<file path="src/rtl/chan_rx_arbiter.sv">
// Round-robin merge of NCHAN per-channel AXI-Stream receive streams into one
// output stream, holding each grant for a whole packet and flagging stalls.
//
// Ports:
//   clk, reset         rising-edge clock, synchronous active-high reset
//   enable_mask        per-channel arbitration enable
//   s_axis_rx_*        per-channel input streams (16-bit data, 2-bit keep)
//   m_axis_*           merged output stream; m_axis_tchan = granted channel
//   clear_err          pulse clearing the sticky stall flags
//   stall_err          per-channel sticky mid-packet stall flags
//   busy               high while a packet is being forwarded

module chan_rx_arbiter #(
    parameter int NCHAN     = 5,
    parameter int STALL_MAX = 1024
) (
    input  logic                 clk,
    input  logic                 reset,
    input  logic [NCHAN-1:0]     enable_mask,
    input  logic [16*NCHAN-1:0]  s_axis_rx_tdata,
    input  logic [2*NCHAN-1:0]   s_axis_rx_tkeep,
    input  logic [NCHAN-1:0]     s_axis_rx_tvalid,
    input  logic [NCHAN-1:0]     s_axis_rx_tlast,
    output logic [NCHAN-1:0]     s_axis_rx_tready,
    output logic [0:15]          m_axis_tdata,
    output logic [0:1]           m_axis_tkeep,
    output logic                 m_axis_tvalid,
    output logic                 m_axis_tlast,
    output logic [2:0]           m_axis_tchan,
    input  logic                 m_axis_tready,
    input  logic                 clear_err,
    output logic [NCHAN-1:0]     stall_err,
    output logic                 busy
);

    localparam int IW = (NCHAN > 1) ? $clog2(NCHAN) : 1;
    localparam int CW = $clog2(STALL_MAX + 1);
    localparam logic [CW-1:0] SMAX = CW'(STALL_MAX);

    typedef enum logic {
        IDLE = 1'b0,
        XFER = 1'b1
    } state_t;

    state_t           state_q, state_d;
    logic [IW-1:0]    rr_q, rr_d;
    logic [IW-1:0]    g_q, g_d;
    logic [CW-1:0]    cnt_q, cnt_d;
    logic [NCHAN-1:0] err_q, err_d;

    logic [NCHAN-1:0] elig;
    logic [IW-1:0]    sel;
    logic             found;
    int               idx;
    logic             g_valid;
    logic             g_last;
    logic             beat_fire;

    assign elig = enable_mask & s_axis_rx_tvalid;

    // First eligible channel starting at rr_q, wrapping modulo NCHAN.
    always_comb begin
        sel   = '0;
        found = 1'b0;
        idx   = 0;
        for (int k = 0; k < NCHAN; k++) begin
            idx = int'(rr_q) + k;
            if (idx >= NCHAN) idx = idx - NCHAN;
            if (!found && elig[idx]) begin
                found = 1'b1;
                sel   = IW'(idx);
            end
        end
    end

    assign g_valid   = s_axis_rx_tvalid[g_q];
    assign g_last    = s_axis_rx_tlast[g_q];
    assign beat_fire = (state_q == XFER) && g_valid && m_axis_tready;

    // Output mux: slice bit 16g+k lands on m_axis_tdata[k] (same for keep).
    always_comb begin
        m_axis_tdata     = '0;
        m_axis_tkeep     = '0;
        s_axis_rx_tready = '0;
        for (int k = 0; k < 16; k++) begin
            m_axis_tdata[k] = s_axis_rx_tdata[16*int'(g_q) + k];
        end
        for (int k = 0; k < 2; k++) begin
            m_axis_tkeep[k] = s_axis_rx_tkeep[2*int'(g_q) + k];
        end
        m_axis_tvalid = (state_q == XFER) && g_valid;
        m_axis_tlast  = (state_q == XFER) && g_last;
        if (state_q == XFER) begin
            s_axis_rx_tready[g_q] = m_axis_tready;
        end
    end

    assign m_axis_tchan = 3'(g_q);
    assign stall_err    = err_q;
    assign busy         = (state_q == XFER);

    always_comb begin
        state_d = state_q;
        rr_d    = rr_q;
        g_d     = g_q;
        cnt_d   = cnt_q;
        err_d   = clear_err ? '0 : err_q;
        unique case (state_q)
            IDLE: begin
                if (found) begin
                    g_d     = sel;
                    cnt_d   = '0;
                    state_d = XFER;
                end
            end
            XFER: begin
                if (g_valid) begin
                    cnt_d = '0;
                end else if (cnt_q != SMAX) begin
                    cnt_d = cnt_q + 1'b1;
                end
                // Flag on the edge where the count reaches the limit, and
                // keep re-asserting while saturated so it beats clear_err.
                if (!g_valid && (cnt_q >= SMAX - CW'(1))) begin
                    err_d[g_q] = 1'b1;
                end
                if (beat_fire && g_last) begin
                    state_d = IDLE;
                    rr_d    = (int'(g_q) == NCHAN - 1) ? '0 : g_q + 1'b1;
                end
            end
            default: state_d = IDLE;
        endcase
    end

    always_ff @(posedge clk) begin
        if (reset) begin
            state_q <= IDLE;
            rr_q    <= '0;
            g_q     <= '0;
            cnt_q   <= '0;
            err_q   <= '0;
        end else begin
            state_q <= state_d;
            rr_q    <= rr_d;
            g_q     <= g_d;
            cnt_q   <= cnt_d;
            err_q   <= err_d;
        end
    end

endmodule

</file>
<file path="config.mk">
export PLATFORM = sky130hd
export DESIGN_NAME = chan_rx_arbiter
export DESIGN_NICKNAME = d
export VERILOG_FILES = /design/src/rtl/chan_rx_arbiter.sv
export SDC_FILE = /design/constraint.sdc
export NUM_CORES = 1
export LEC_CHECK = 0
export CORE_ASPECT_RATIO = 1.4
export CORE_MARGIN = 3
export CORE_UTILIZATION = 39
export DETAILED_ROUTE_END_ITERATION = 10
export GPL_ROUTABILITY_DRIVEN = 0
export PLACE_DENSITY = 0.86
export SYNTH_ARGS = -nofsm -noshare
export SYNTH_HDL_FRONTEND = slang
export SYNTH_SLANG_ARGS = --single-unit
</file>
<file path="constraint.sdc">
create_clock -name clk -period 3.4 [get_ports clk]
set_input_delay 0.51 -clock clk [delete_from_list [all_inputs] [get_ports clk]]
set_output_delay 0.51 -clock clk [all_outputs]
set_load 0.005 [all_outputs]
</file>
## Yosys cells after proc, flatten, opt, wreduce, memory -nomap -nowiden

Cells that the tools add are included.

| storage, ports and cells | value |
|---|---|
| flip-flop bits (word level) | 23 |
| logic and storage cells | 189 |

| operators by class | value |
|---|---|
| $add $sub $neg | 27 |
| magnitude comparators | 31 |
| equality and inequality tests | 4 |
| mux-type cells | 100 |
| bitwise operators | 4 |
| reductions and logical operators | 18 |

Operators by type and width:

| operator | count |
|---|---|
| 32-bit by 5-bit < comparator with 1-bit output, second input constant | 5 |
| 32-bit 2-to-1 mux | 5 |
| 8-bit < comparator, second input constant | 15 |
| 1-bit binary-select mux with 7-bit select | 15 |
| 7-bit by 4-bit adder with 8-bit output, second input constant | 8 |
| 1-bit 2-to-1 mux | 54 |
| 11-bit 2-to-1 mux | 3 |
| 7-bit by 3-bit adder with 8-bit output, second input constant | 4 |
| 1-bit binary-select mux with 3-bit select | 9 |
| 11-bit one-hot mux with 2 select lines | 1 |
| 5-bit 2-to-1 mux | 4 |
| 4-bit by 3-bit subtractor with 5-bit output, second input constant | 4 |
| 3-bit 2-to-1 mux | 6 |
| 7-bit by 2-bit adder with 8-bit output, second input constant | 2 |
| 4-bit by 3-bit >= comparator with 1-bit output, second input constant | 4 |
| 11-bit by 1-bit adder with 11-bit output, second input constant | 1 |
| 11-bit by 10-bit >= comparator with 1-bit output, second input constant | 1 |
| 11-bit inequality test, second input constant | 1 |
| 5-bit AND | 2 |
| 1-bit logical AND | 10 |
| 3-bit by 2-bit adder with 4-bit output, second input constant | 2 |
| 7-bit by 1-bit adder with 8-bit output, second input constant | 1 |
| 7-bit by 8-bit < comparator with 1-bit output, second input constant | 1 |
| 2-bit AND reduction | 3 |
| 19 further kinds | 23 |

## Depth between registers and ports, before layout

| logic depth | value |
|---|---|
| depth after elaboration | 20 |
| mapped depth | 15 |
| depth with buffers taken out | 12 |

## Worst setup path before layout

No wires, ideal clock.

| timing path | value |
|---|---|
| path kind | register to register |
| start | register rr_q[2] |
| end | register g_q[1], in the netlist m_axis_tchan[1] |
| library setup time | 0.103 ns |
| arrival time | 3.216 ns |
| required time | 3.297 ns |
| path slack | 0.080 ns |
| stages on the path, launching flop included | 13 |
| clock period less this slack | 3.320 ns |
| path through | dfxtp_1 -> buf_4 -> clkbuf_1 -> inv_1 -> ha_1 -> a211o_1 -> a21oi_1 -> mux4_2 -> mux2i_4 -> nand4_2 -> o31ai_4 -> nor3_2 -> a2111oi_2 |

| on the way | value |
|---|---|
| cells in the longest elaborated chain, start to end | 19 |

RTL lines:

| what | line | text |
|---|---|---|
| start: declaration | 46 | `logic [IW-1:0] rr_q, rr_d;` |
| start signal: assignment | 145 | `rr_q <= rr_d;` |
| branches (longest 19 deep; another with 4-bit by 3-bit subtractor with 5-bit output) | -- |  |
| end signal: assignment | 146 | `g_q <= g_d;` |
| end: declaration | 47 | `logic [IW-1:0] g_q, g_d;` |

Several ways; the timed one is not identified. The select of a mux whose other input is x is not followed.
A chain may end at the register's enable or synchronous reset.

## Worst setup path in the final report

| timing path | value |
|---|---|
| start | register rr_q[0] |
| end | register cnt_q[2] |

| on the way | value |
|---|---|
| cells in the longest elaborated chain, start to end | 20 |

RTL lines:

| what | line | text |
|---|---|---|
| branches (longest 17 deep; another with 4-bit by 3-bit subtractor with 5-bit output) | -- |  |
| 1-bit 2-to-1 mux * | 69 | `if (!found && elig[idx]) begin` |
| 2-bit inequality test (no source line) * | -- |  |
| 2-bit AND reduction (no source line) * | -- |  |
| end signal: assignment | 147 | `cnt_q <= cnt_d;` |
| end: declaration | 48 | `logic [CW-1:0] cnt_q, cnt_d;` |

Mark *: on every way between the ends. The select of a mux whose other input is x is not followed.

==> flow_summary.html <==
<table>
<tr><th>Metric</th><th>Value</th></tr>
<tr><th colspan="2">Status</th></tr>
<tr><td>Outcome</td><td>finished clean</td></tr>
<tr><th colspan="2">Setup path</th></tr>
<tr><td>Slowest cell on the critical path</td><td>sky130_fd_sc_hd__ha_1</td></tr>
<tr><td>Maximum fanout along the worst path</td><td>24</td></tr>
<tr><td>Endpoint kind of the worst setup timing path</td><td>register</td></tr>
<tr><td>Nature of the critical path startpoint</td><td>register</td></tr>
<tr><td>Critical Path Most Common Cell</td><td>sky130_fd_sc_hd__buf_4</td></tr>
<tr><td>Sequence of cells on the critical path</td><td>buf_4, ha_1, a21o_4, nor3_1, o32a_1, a211oi_2, nand4_2, o31ai_4, buf_4, buf_4, nand3_1, a21oi_1</td></tr>
<tr><td>Data arrival at the endpoint of the critical path</td><td>3350 ps</td></tr>
<tr><td>Cell type group with the largest total delay on the critical path</td><td>compound AO/OA/AOI/OAI gates</td></tr>
<tr><td>Delay of the slowest cell on the worst path</td><td>390 ps</td></tr>
<tr><td>CP bufs+invs</td><td>3</td></tr>
<tr><td>Req. time, crit path</td><td>3580 ps</td></tr>
<tr><td>Crit path kind</td><td>reg2reg</td></tr>
<tr><th colspan="2">Timing</th></tr>
<tr><td>Tcrit/Tclk final</td><td>93.3%</td></tr>
<tr><td>Largest clock skew in the final design</td><td>3.09 ps</td></tr>
<tr><td>Setup TNS</td><td>0 ps</td></tr>
<tr><td>Period minus WS final</td><td>3170 ps</td></tr>
<tr><td>Setup repair after global routing missed its margin</td><td>no</td></tr>
<tr><td>Slew at the pin closest to its max-slew limit</td><td>854 ps</td></tr>
<tr><td>Hold_ws</td><td>511 ps</td></tr>
<tr><td>Final setup vio count</td><td>0</td></tr>
<tr><td>Fin. max-slew vios</td><td>0</td></tr>
<tr><td>Least setup slack across all paths after layout</td><td>229 ps</td></tr>
<tr><td>Endpoints failing hold</td><td>0</td></tr>
<tr><td>Remaining max-slew budget at the tightest pin</td><td>42.9%</td></tr>
<tr><td>Fmax</td><td>0.315 GHz</td></tr>
<tr><th colspan="2">Global routing</th></tr>
<tr><td>Largest net degree at the start of global routing</td><td>25</td></tr>
<tr><td>Initial antenna violation count</td><td>0</td></tr>
<tr><td>Number of global-route vias before repair</td><td>3,874</td></tr>
<tr><td>Overflow left after global routing</td><td>0</td></tr>
<tr><td>Global-route wire length before repair</td><td>18,300 um</td></tr>
<tr><td>Total GRT Usage</td><td>25.0%</td></tr>
<tr><th colspan="2">Place</th></tr>
<tr><td>DP Worst Slack</td><td>196 ps</td></tr>
<tr><td>HPWL after detailed placement</td><td>9340 um</td></tr>
<tr><td>Count of port buffers added during placement</td><td>142</td></tr>
<tr><th colspan="2">Floorplanning</th></tr>
<tr><td>Area enclosed by the die boundary</td><td>9040 um2</td></tr>
<tr><td>Rows</td><td>37</td></tr>
<tr><td>Horizontal die dimension</td><td>81.2 um</td></tr>
<tr><td>Die height</td><td>111 um</td></tr>
<tr><td>Initial core utilization</td><td>40.9%</td></tr>
<tr><td>Core area</td><td>7550 um2</td></tr>
<tr><td>Ports</td><td>143</td></tr>
<tr><th colspan="2">Drt</th></tr>
<tr><td>Number of design rule violations left after detail routing</td><td>0</td></tr>
<tr><td>Remaining antenna violation count after routing</td><td>0</td></tr>
<tr><td>DR WL/cell</td><td>17.9 um</td></tr>
<tr><td>Vias per inst</td><td>6.07</td></tr>
<tr><td>Total via count in the routed design</td><td>3,924</td></tr>
<tr><td>1st-pass router iterations</td><td>5</td></tr>
<tr><td>Final wirelength</td><td>11,500 um</td></tr>
<tr><td>Number of design-rule violations left by the first detailed-router iteration</td><td>493</td></tr>
<tr><th colspan="2">Finish</th></tr>
<tr><td>Net count of the finished layout</td><td>676</td></tr>
<tr><td>Share of the core filled with cells</td><td>63.2%</td></tr>
<tr><td>Share of post-route cells with drive strength above 1</td><td>10.6%</td></tr>
<tr><td>Filler Cell Count</td><td>645</td></tr>
<tr><td>Layout-stage area growth over the synthesis result</td><td>54.4%</td></tr>
<tr><td>Number of diodes</td><td>0</td></tr>
<tr><th colspan="2">Clocking</th></tr>
<tr><td>Clock root buffer master</td><td>sky130_fd_sc_hd__clkbuf_8</td></tr>
<tr><td>Maximum count of clock buffers along a single path</td><td>2</td></tr>
<tr><td>Quantity of hold-fixing buffers added after cts</td><td>0</td></tr>
<tr><td>Clock latency reported for the late side of the worst-skew pair</td><td>260 ps</td></tr>
<tr><td>Number of levels in the clock H-tree</td><td>1</td></tr>
<tr><td>Clock-pin slew on the worst setup and hold paths</td><td>80 ps</td></tr>
<tr><td>TritonCTS clock tree</td><td>done</td></tr>
<tr><td>Sinks on the clock net</td><td>23</td></tr>
<tr><td>Number of CTS-inserted buffers</td><td>3</td></tr>
<tr><th colspan="2">Min path</th></tr>
<tr><td>Path category of the worst min-delay check</td><td>reg2reg</td></tr>
<tr><th colspan="2">Synthesis</th></tr>
<tr><td>Net count after synthesis</td><td>530</td></tr>
<tr><td>Top-count cell post-synth</td><td>sky130_fd_sc_hd__a21oi_1</td></tr>
<tr><td>Per-instance average area after synthesis</td><td>7.65 um2</td></tr>
<tr><td>Post-synthesis cell type count</td><td>71</td></tr>
<tr><td>Most used standard cells in the synthesized netlist</td><td>sky130_fd_sc_hd__a21oi_1, sky130_fd_sc_hd__nand2_1, sky130_fd_sc_hd__nand3_1, sky130_fd_sc_hd__nor2_1, sky130_fd_sc_hd__nor3_1</td></tr>
<tr><td>Count of synthesis-stage warnings from yosys</td><td>0</td></tr>
<tr><td>Cell type with the largest total area after synthesis</td><td>sky130_fd_sc_hd__dfxtp_1</td></tr>
<tr><td>Share of synthesized area occupied by flip-flops and latches</td><td>14.9%</td></tr>
<tr><td>Synthesized flop and latch total</td><td>23</td></tr>
<tr><td>Netlist Area Pre-Place</td><td>3090 um2</td></tr>
<tr><td>Cell types occupying the most area after synthesis</td><td>sky130_fd_sc_hd__dfxtp_1, sky130_fd_sc_hd__mux2i_1, sky130_fd_sc_hd__ha_1, sky130_fd_sc_hd__mux4_2, sky130_fd_sc_hd__a21oi_1</td></tr>
<tr><td>Top flip-flop cell by instance count after synthesis</td><td>sky130_fd_sc_hd__dfxtp_1</td></tr>
<tr><td>Async set-reset flop share out of synthesis</td><td>0%</td></tr>
<tr><td>Fraction of synthesized cell area taken by the top area cell type</td><td>14.9%</td></tr>
<tr><td>Count of flip-flops with a built-in enable after synthesis</td><td>0</td></tr>
<tr><td>Synth Instances</td><td>404</td></tr>
<tr><th colspan="2">Flow run</th></tr>
<tr><td>Max-cap violation count</td><td>0</td></tr>
<tr><th colspan="2">Power</th></tr>
<tr><td>Pleak</td><td>1.68 nW</td></tr>
<tr><td>Ratio of total power to cell area</td><td>485 nW/um2</td></tr>
<tr><td>Peak supply drop</td><td>0.000292 V</td></tr>
</table>
==> where the power goes <==
part	internal [mW]	switching, mW
logic	0.944	0.849
registers	0.295	0.0528
clock network	0.0837	0.0889
==> timing repair <==
item,4_1_cts,5_1_grt
endpoints found under the setup margin,0,10
buffers inserted,0,1
gates resized for setup,0,3
==> worst min-delay path: cells and delay by family, from the launching register on <==
| kind | cells | cell delay, ps |
|---|---|---|
| AOI/OAI and AO/OA | 1 | 60 |
| and+or+nand+nor | 1 | 70 |
| DFF | 1 | 340 |
==> routing by layer <==
metal | global-route usage (%) | part of all wire, % | up-vias
met5 | 0 | 0 | -
met4 | 6.76 | 2.4 | 0
met3 | 4.63 | 7.8 | 26
met2 | 45.9 | 52 | 219
met1 | 28.8 | 37 | 1835
li1 | - | - | 1844
==> cell families after synthesis <==
family	count (synthesis)	share of synthesized area [%]
buffers and inverters	43	6.08
XOR/XNOR	3	1.09
multiplexers	32	13.6
AND/OR/NAND/NOR	152	25.7
flip-flops	23	14.9
AO/OA/AOI/OAI	134	31.7
adder cells (fa/ha/maj)	17	6.89
==> path summary, 6_finish.rpt <==
kind | startpoint | endpoint | slack (ps) | depth (start not counted)
worst min register to register | cnt_q[1]$_SDFFE_PP0P_ | cnt_q[1]$_SDFFE_PP0P_ | 510 | 2
worst max register to register | rr_q[0]$_SDFFE_PP0P_ | cnt_q[2]$_SDFFE_PP0P_ | 230 | 12
worst min-delay path | cnt_q[1]$_SDFFE_PP0P_ | cnt_q[1]$_SDFFE_PP0P_ | 510 | 2
worst max-delay path | rr_q[0]$_SDFFE_PP0P_ | cnt_q[2]$_SDFFE_PP0P_ | 230 | 12
==> cell usage in the layout (no fill, tap or decap), drive strengths merged, types with 3 or more instances in the layout <==
cell type,count
nand4,3
nor2b,7
nor2,26
nor3,27
a21oi,31
nand3b,3
and2,3
a22oi,6
mux4,7
a211oi,4
dfxtp,23
nand2,29
a22o,6
buf,26
a221o,11
o31ai,4
and3,3
o22ai,5
nor3b,6
nor4,4
o21ai,23
o211ai,3
a32oi,3
nand2b,6
clkbuf,4
nand3,26
inv,15
mux2i,24
a211o,3
clkdlybuf4s50,142
a31oi,12
ha,17
==> final cells by class <==
| cell class | count | area [um2] | area share [%] |
|---|---|---|---|
| inverters | 16 | 60.1 | 1.26 |
| clock buffers | 4 | 45.0 | 0.945 |
| repair buffers | 168 | 1620 | 33.9 |
| well taps | 97 | 121 | 2.55 |
| multi-input cells | 338 | 2460 | 51.7 |
| flip-flops and latches | 23 | 462 | 9.68 |
==> per-stage QoR <==
stage	total power [mW]	cell area, um2	cells
floorplan	1.29	3090	404
global placement	2.10	4710	641
detailed placement	2.13	4710	641
CTS	2.30	4750	645
global route	2.46	4770	646
finish	2.31	4770	646
==> sequential cells by signal (all words and copies together) (netlist names) <==
register and cells:
m_axis_tchan 3, stall_err 5, busy 1, cnt_q 11
rr_q 3
Power figures use the tool's default switching activity.
